## src/rtl/xbar_pkg.sv

```systemverilog
// Shared crossbar types: payload width, flit layout and master ids.
package xbar_pkg;

    localparam int WIDTH = 8;

    typedef struct packed {
        logic             dst;
        logic [WIDTH-1:0] data;
    } flit_t;

    localparam logic M0 = 1'b0;
    localparam logic M1 = 1'b1;

endpackage

```

## src/rtl/xbar_ingress_fifo_if.sv

```systemverilog
// val/rdy flit channel; the master drives the word, the slave drives rdy.
interface xbar_ingress_fifo_if #(
    parameter int WIDTH = xbar_pkg::WIDTH
);
    logic             val;
    logic             dst;
    logic [WIDTH-1:0] data;
    logic             rdy;

    modport master (output val, output dst, output data, input rdy);
    modport slave  (input val, input dst, input data, output rdy);

endinterface

```

## src/rtl/xbar_fifo_ctrl.sv

```systemverilog
// Pointer pair with wrap bit: derives full/empty/count and qualifies push/pop.
module xbar_fifo_ctrl #(
    parameter int DEPTH = 4
) (
    input  logic                     clk,
    input  logic                     rst_n,
    input  logic                     in_val,
    input  logic                     out_rdy,
    output logic                     push,
    output logic                     pop,
    output logic [$clog2(DEPTH)-1:0] wr_idx,
    output logic [$clog2(DEPTH)-1:0] rd_idx,
    output logic [$clog2(DEPTH):0]   count,
    output logic                     full,
    output logic                     empty,
    output logic                     in_rdy,
    output logic                     out_val
);
    localparam int AW = $clog2(DEPTH);

    logic [AW:0] wr_ptr_q, wr_ptr_d;
    logic [AW:0] rd_ptr_q, rd_ptr_d;

    // Status comes only from the registered pointers, never from in_val/out_rdy.
    always_comb begin
        empty   = (wr_ptr_q == rd_ptr_q);
        full    = (wr_ptr_q[AW-1:0] == rd_ptr_q[AW-1:0]) &&
                  (wr_ptr_q[AW] != rd_ptr_q[AW]);
        count   = wr_ptr_q - rd_ptr_q;
        in_rdy  = !full && rst_n;
        out_val = !empty;
        push    = in_val && in_rdy;
        pop     = out_val && out_rdy;
        wr_idx  = wr_ptr_q[AW-1:0];
        rd_idx  = rd_ptr_q[AW-1:0];
    end

    always_comb begin
        wr_ptr_d = wr_ptr_q;
        rd_ptr_d = rd_ptr_q;
        if (!rst_n) begin
            wr_ptr_d = '0;
            rd_ptr_d = '0;
        end else begin
            if (push) wr_ptr_d = wr_ptr_q + 1'b1;
            if (pop)  rd_ptr_d = rd_ptr_q + 1'b1;
        end
    end

    always_ff @(posedge clk) begin
        wr_ptr_q <= wr_ptr_d;
        rd_ptr_q <= rd_ptr_d;
    end

endmodule

```

## src/rtl/xbar_ingress_fifo.sv

```systemverilog
// Per-source ingress queue ahead of the crossbar; head is read straight
// from the register array so a stored word is visible the cycle after push.
module xbar_ingress_fifo #(
    parameter int WIDTH = xbar_pkg::WIDTH,
    parameter int DEPTH = 4
) (
    input  logic                   clk,
    input  logic                   rst_n,
    xbar_ingress_fifo_if.slave     in_if,
    xbar_ingress_fifo_if.master    out_if,
    output logic [$clog2(DEPTH):0] count,
    output logic                   full,
    output logic                   empty
);
    import xbar_pkg::*;

    localparam int AW = $clog2(DEPTH);

    typedef struct packed {
        logic             dst;
        logic [WIDTH-1:0] data;
    } entry_t;

    logic          push;
    logic          pop;
    logic [AW-1:0] wr_idx;
    logic [AW-1:0] rd_idx;
    logic          in_rdy;
    logic          out_val;

    entry_t mem_q [DEPTH];
    entry_t mem_d [DEPTH];

    xbar_fifo_ctrl #(
        .DEPTH (DEPTH)
    ) u_ctrl (
        .clk     (clk),
        .rst_n   (rst_n),
        .in_val  (in_if.val),
        .out_rdy (out_if.rdy),
        .push    (push),
        .pop     (pop),
        .wr_idx  (wr_idx),
        .rd_idx  (rd_idx),
        .count   (count),
        .full    (full),
        .empty   (empty),
        .in_rdy  (in_rdy),
        .out_val (out_val)
    );

    // Storage is not reset; the pointers alone define what is valid.
    always_comb begin
        mem_d = mem_q;
        if (push) begin
            mem_d[wr_idx].dst  = in_if.dst;
            mem_d[wr_idx].data = in_if.data;
        end
    end

    always_ff @(posedge clk) begin
        mem_q <= mem_d;
    end

    assign in_if.rdy   = in_rdy;
    assign out_if.val  = out_val;
    assign out_if.dst  = mem_q[rd_idx].dst;
    assign out_if.data = mem_q[rd_idx].data;

endmodule

```

## src/flat_wrapper.sv

```systemverilog
// flat-port wrapper written by rule: the top's interface ports become plain ports
module xbar_ingress_fifo_flat import xbar_pkg::*;
#(
    parameter int WIDTH = xbar_pkg::WIDTH,
    parameter int DEPTH = 4
)
  (clk, rst_n, count, full, empty, in_if_val, in_if_dst, in_if_data, in_if_rdy, out_if_val, out_if_dst, out_if_data, out_if_rdy);
  xbar_ingress_fifo_if #(.WIDTH(WIDTH)) in_if_i ();
  xbar_ingress_fifo_if #(.WIDTH(WIDTH)) out_if_i ();
  input  logic clk;
  input  logic rst_n;
  output logic [$clog2(DEPTH):0] count;
  output logic full;
  output logic empty;
  input wire logic [$bits(in_if_i.val)-1:0] in_if_val;
  input wire logic [$bits(in_if_i.dst)-1:0] in_if_dst;
  input wire logic [$bits(in_if_i.data)-1:0] in_if_data;
  output wire logic [$bits(in_if_i.rdy)-1:0] in_if_rdy;
  output wire logic [$bits(out_if_i.val)-1:0] out_if_val;
  output wire logic [$bits(out_if_i.dst)-1:0] out_if_dst;
  output wire logic [$bits(out_if_i.data)-1:0] out_if_data;
  input wire logic [$bits(out_if_i.rdy)-1:0] out_if_rdy;
  assign in_if_i.val = in_if_val;
  assign in_if_i.dst = in_if_dst;
  assign in_if_i.data = in_if_data;
  assign in_if_rdy = in_if_i.rdy;
  assign out_if_val = out_if_i.val;
  assign out_if_dst = out_if_i.dst;
  assign out_if_data = out_if_i.data;
  assign out_if_i.rdy = out_if_rdy;
  xbar_ingress_fifo #(.WIDTH(WIDTH), .DEPTH(DEPTH)) u_core (.clk(clk), .rst_n(rst_n), .in_if(in_if_i), .out_if(out_if_i), .count(count), .full(full), .empty(empty));
endmodule
```

## config.mk

```make
export PLATFORM = sky130hd
export DESIGN_NAME = xbar_ingress_fifo_flat
export DESIGN_NICKNAME = d
export VERILOG_FILES = /design/src/rtl/xbar_pkg.sv /design/src/rtl/xbar_ingress_fifo_if.sv /design/src/rtl/xbar_fifo_ctrl.sv /design/src/rtl/xbar_ingress_fifo.sv /design/src/flat_wrapper.sv
export SDC_FILE = /design/constraint.sdc
export NUM_CORES = 1
export LEC_CHECK = 0
export BUFFER_PORTS_ARGS = -buffer_cell sky130_fd_sc_hd__buf_2
export CAP_MARGIN = 0
export CORE_AREA = 2 2 63 65
export DETAILED_ROUTE_END_ITERATION = 8
export DIE_AREA = 0 0 65 67
export GPL_TIMING_DRIVEN = 0
export PLACE_DENSITY = 0.81
export REMOVE_ABC_BUFFERS = 1
export SKIP_LAST_GASP = 1
export SLEW_MARGIN = 25
export SYNTH_ARGS = -nofsm -noshare
export SYNTH_HDL_FRONTEND = slang
export SYNTH_HIERARCHICAL = 1
export SYNTH_SLANG_ARGS = --single-unit
export TNS_END_PERCENT = 30
```

## constraint.sdc

```tcl
create_clock -name clk -period 3.87 [get_ports clk]
set_clock_uncertainty 0.15 [all_clocks]
set_input_delay 0.774 -clock clk [delete_from_list [all_inputs] [get_ports clk]]
set_output_delay 0.774 -clock clk [all_outputs]
set_load 0.03 [all_outputs]
```

==> flow_summary.toml <==
[sta]
max-slew-margin-rel = 0.474
clock.fmax_mhz = 309
rsz0062_at_grt = "no"
whs_ps = 479
slew_violations = 0
hold_viol_final = 0
setup_ws_ps = 633
worstMarginPinSlew_ps = 788
period_share = 0.836
finalSetupViolations = 0
period_minus_slack_ps = 3240

[routing]
drc = 0
wl_um = 3660
firstDrtPassIters = 4
post_drt_wl_per_cell_um = 16.5
drt_iter0_markers = 107
ant_nets = 0
vias_per_cell = 5.95
num_vias = 1315

[cells_and_area]
fin_nets = 191
final_cell_mix = "edfxtp_1, buf_2, and3b_1"
utilization = 0.651
drive_gt1_frac = 0.295
multi_input_area_um2 = 833
final_common_cell = "edfxtp_1"
ff_latch_area_um2 = 1200
diodes = 0
n_fill_cell = 267
syn_to_final_growth_pct = 9.91

[global_routing]
grt_pass1_vias = 1277
grt_pass1_wl_um = 5940
grt.total_usage = 0.193
gr-total-overflow = 0
antenna_found_initial = 0
grt_max_degree = 42

[worst_setup_path]
required_ps = 2950
crit_type = "reg2out"
critPathMaxFanout = 15
endpoint = "in_if_rdy"
rrSetupSlack_ps = 890
ff2ff_path_depth = 5
startpoint = "u_core/u_ctrl/rd_ptr_q[0]$_SDFFE_PN0P_"
start_kind = "flop"
critPathArrivalTime_ps = 2310
r2r_end = "u_core/mem_q[12]$_DFFE_PP_"
r2r_start = "u_core/u_ctrl/rd_ptr_q[0]$_SDFFE_PN0P_"
end_kind = "output port"

[placement]
place_congestion = 0.792
hpwlAfterDp_um = 2390
place_ws_ps = 583
port_buffers = 28

[power]
p_leak_nw = 0.964
power_density_nw_per_um2 = 723
p_total_w = 0.00170
ir_drop_mv = 0.369

[floorplanning]
die-area_um2 = 4360
die_w_um = 65
die_y_um = 67
num_rows = 22
core_area_um2 = 3610
io_pins = 29
start_util = 0.592

[synth]
yosys_warnings = 6
syn_avg_cell_area_um2 = 14.0
synthesis.area_um2 = 2130
syn_inst = 152

[clock_tree]
cts_tree = "done"
clock_path_buffers = 2
cts_max_level = 2
clk_pin_slew_worst_paths_ps = 70
root_buffer = "clkbuf_8"
cts_sinks = 42
ctsResizeCount = 0
cts_buffers = 5
clkLatencyLatePin_ps = 290
postCtsSetupBuffers = 0
holdBufCountCts = 0

[outcome]
status = "finished, final reports clean"

[run]
max_cap_violations = 0

[worst_hold_path]
hp-class = "reg2reg"
cell type report:
cell class,instances,share of cell area
sequential,42,0.513
timing repair buffer,29,0.0629
multi-input combinational,89,0.355
inverter,6,0.00960
clock buffer,5,0.0293
clock inverter,2,0.00427
tap,48,0.0256
worst max-delay path, cell delays in order, from the launching register on:
cell     delay (ps)
dfxtp_1         840
ha_1            430
nand2_1         290
nor2_1          130
nor2b_1         130
buf_2           200
sequential cells by signal, indices dropped and copies added, names as in the netlist:
signal,count
u_core/mem_q,36
u_core/u_ctrl/rd_ptr_q,3
u_core/u_ctrl/wr_ptr_q,3
metal layers:
| layer | GRT usage | wire, um | vias to the layer above |
|---|---|---|---|
| li1 | - | - | 629 |
| met1 | 0.234 | 1490 | 645 |
| met2 | 0.314 | 1900 | 33 |
| met3 | 0.0372 | 185 | 8 |
| met4 | 0.128 | 80 | 0 |
| met5 | 0 | 0 | - |
worst min-delay path by stage:
stage                                           start                                endpoint  slack [ps]  cells after the start
2_1_floorplan  u_core/u_ctrl/rd_ptr_q[2]$_SDFFE_PN0P_  u_core/u_ctrl/rd_ptr_q[2]$_SDFFE_PN0P_         410                      2
3_3_place_gp   u_core/u_ctrl/rd_ptr_q[2]$_SDFFE_PN0P_  u_core/u_ctrl/rd_ptr_q[2]$_SDFFE_PN0P_         430                      2
3_5_place_dp   u_core/u_ctrl/rd_ptr_q[2]$_SDFFE_PN0P_  u_core/u_ctrl/rd_ptr_q[2]$_SDFFE_PN0P_         460                      2
4_1_cts        u_core/u_ctrl/rd_ptr_q[2]$_SDFFE_PN0P_  u_core/u_ctrl/rd_ptr_q[2]$_SDFFE_PN0P_         470                      2
5_1_grt        u_core/u_ctrl/rd_ptr_q[2]$_SDFFE_PN0P_  u_core/u_ctrl/rd_ptr_q[2]$_SDFFE_PN0P_         490                      2
6_report       u_core/u_ctrl/rd_ptr_q[2]$_SDFFE_PN0P_  u_core/u_ctrl/rd_ptr_q[2]$_SDFFE_PN0P_         480                      1
per-stage QoR:
step / area [um^2] / TNS (ps) / instances
final: 2350 / 0 / 221
after global routing: 2350 / 0 / 221
after CTS: 2340 / 0 / 221
after detailed placement: 2260 / 0 / 214
after global placement: 2250 / -154 / 213
after floorplan: 2050 / 0 / 137
power breakdown:
group          internal, W  switching [W]
Combinational     0.000279       0.000428
Clock             0.000121       0.000144
Sequential        0.000577       0.000147
Total             0.000977       0.000719
Power figures use the tool's default switching activity.
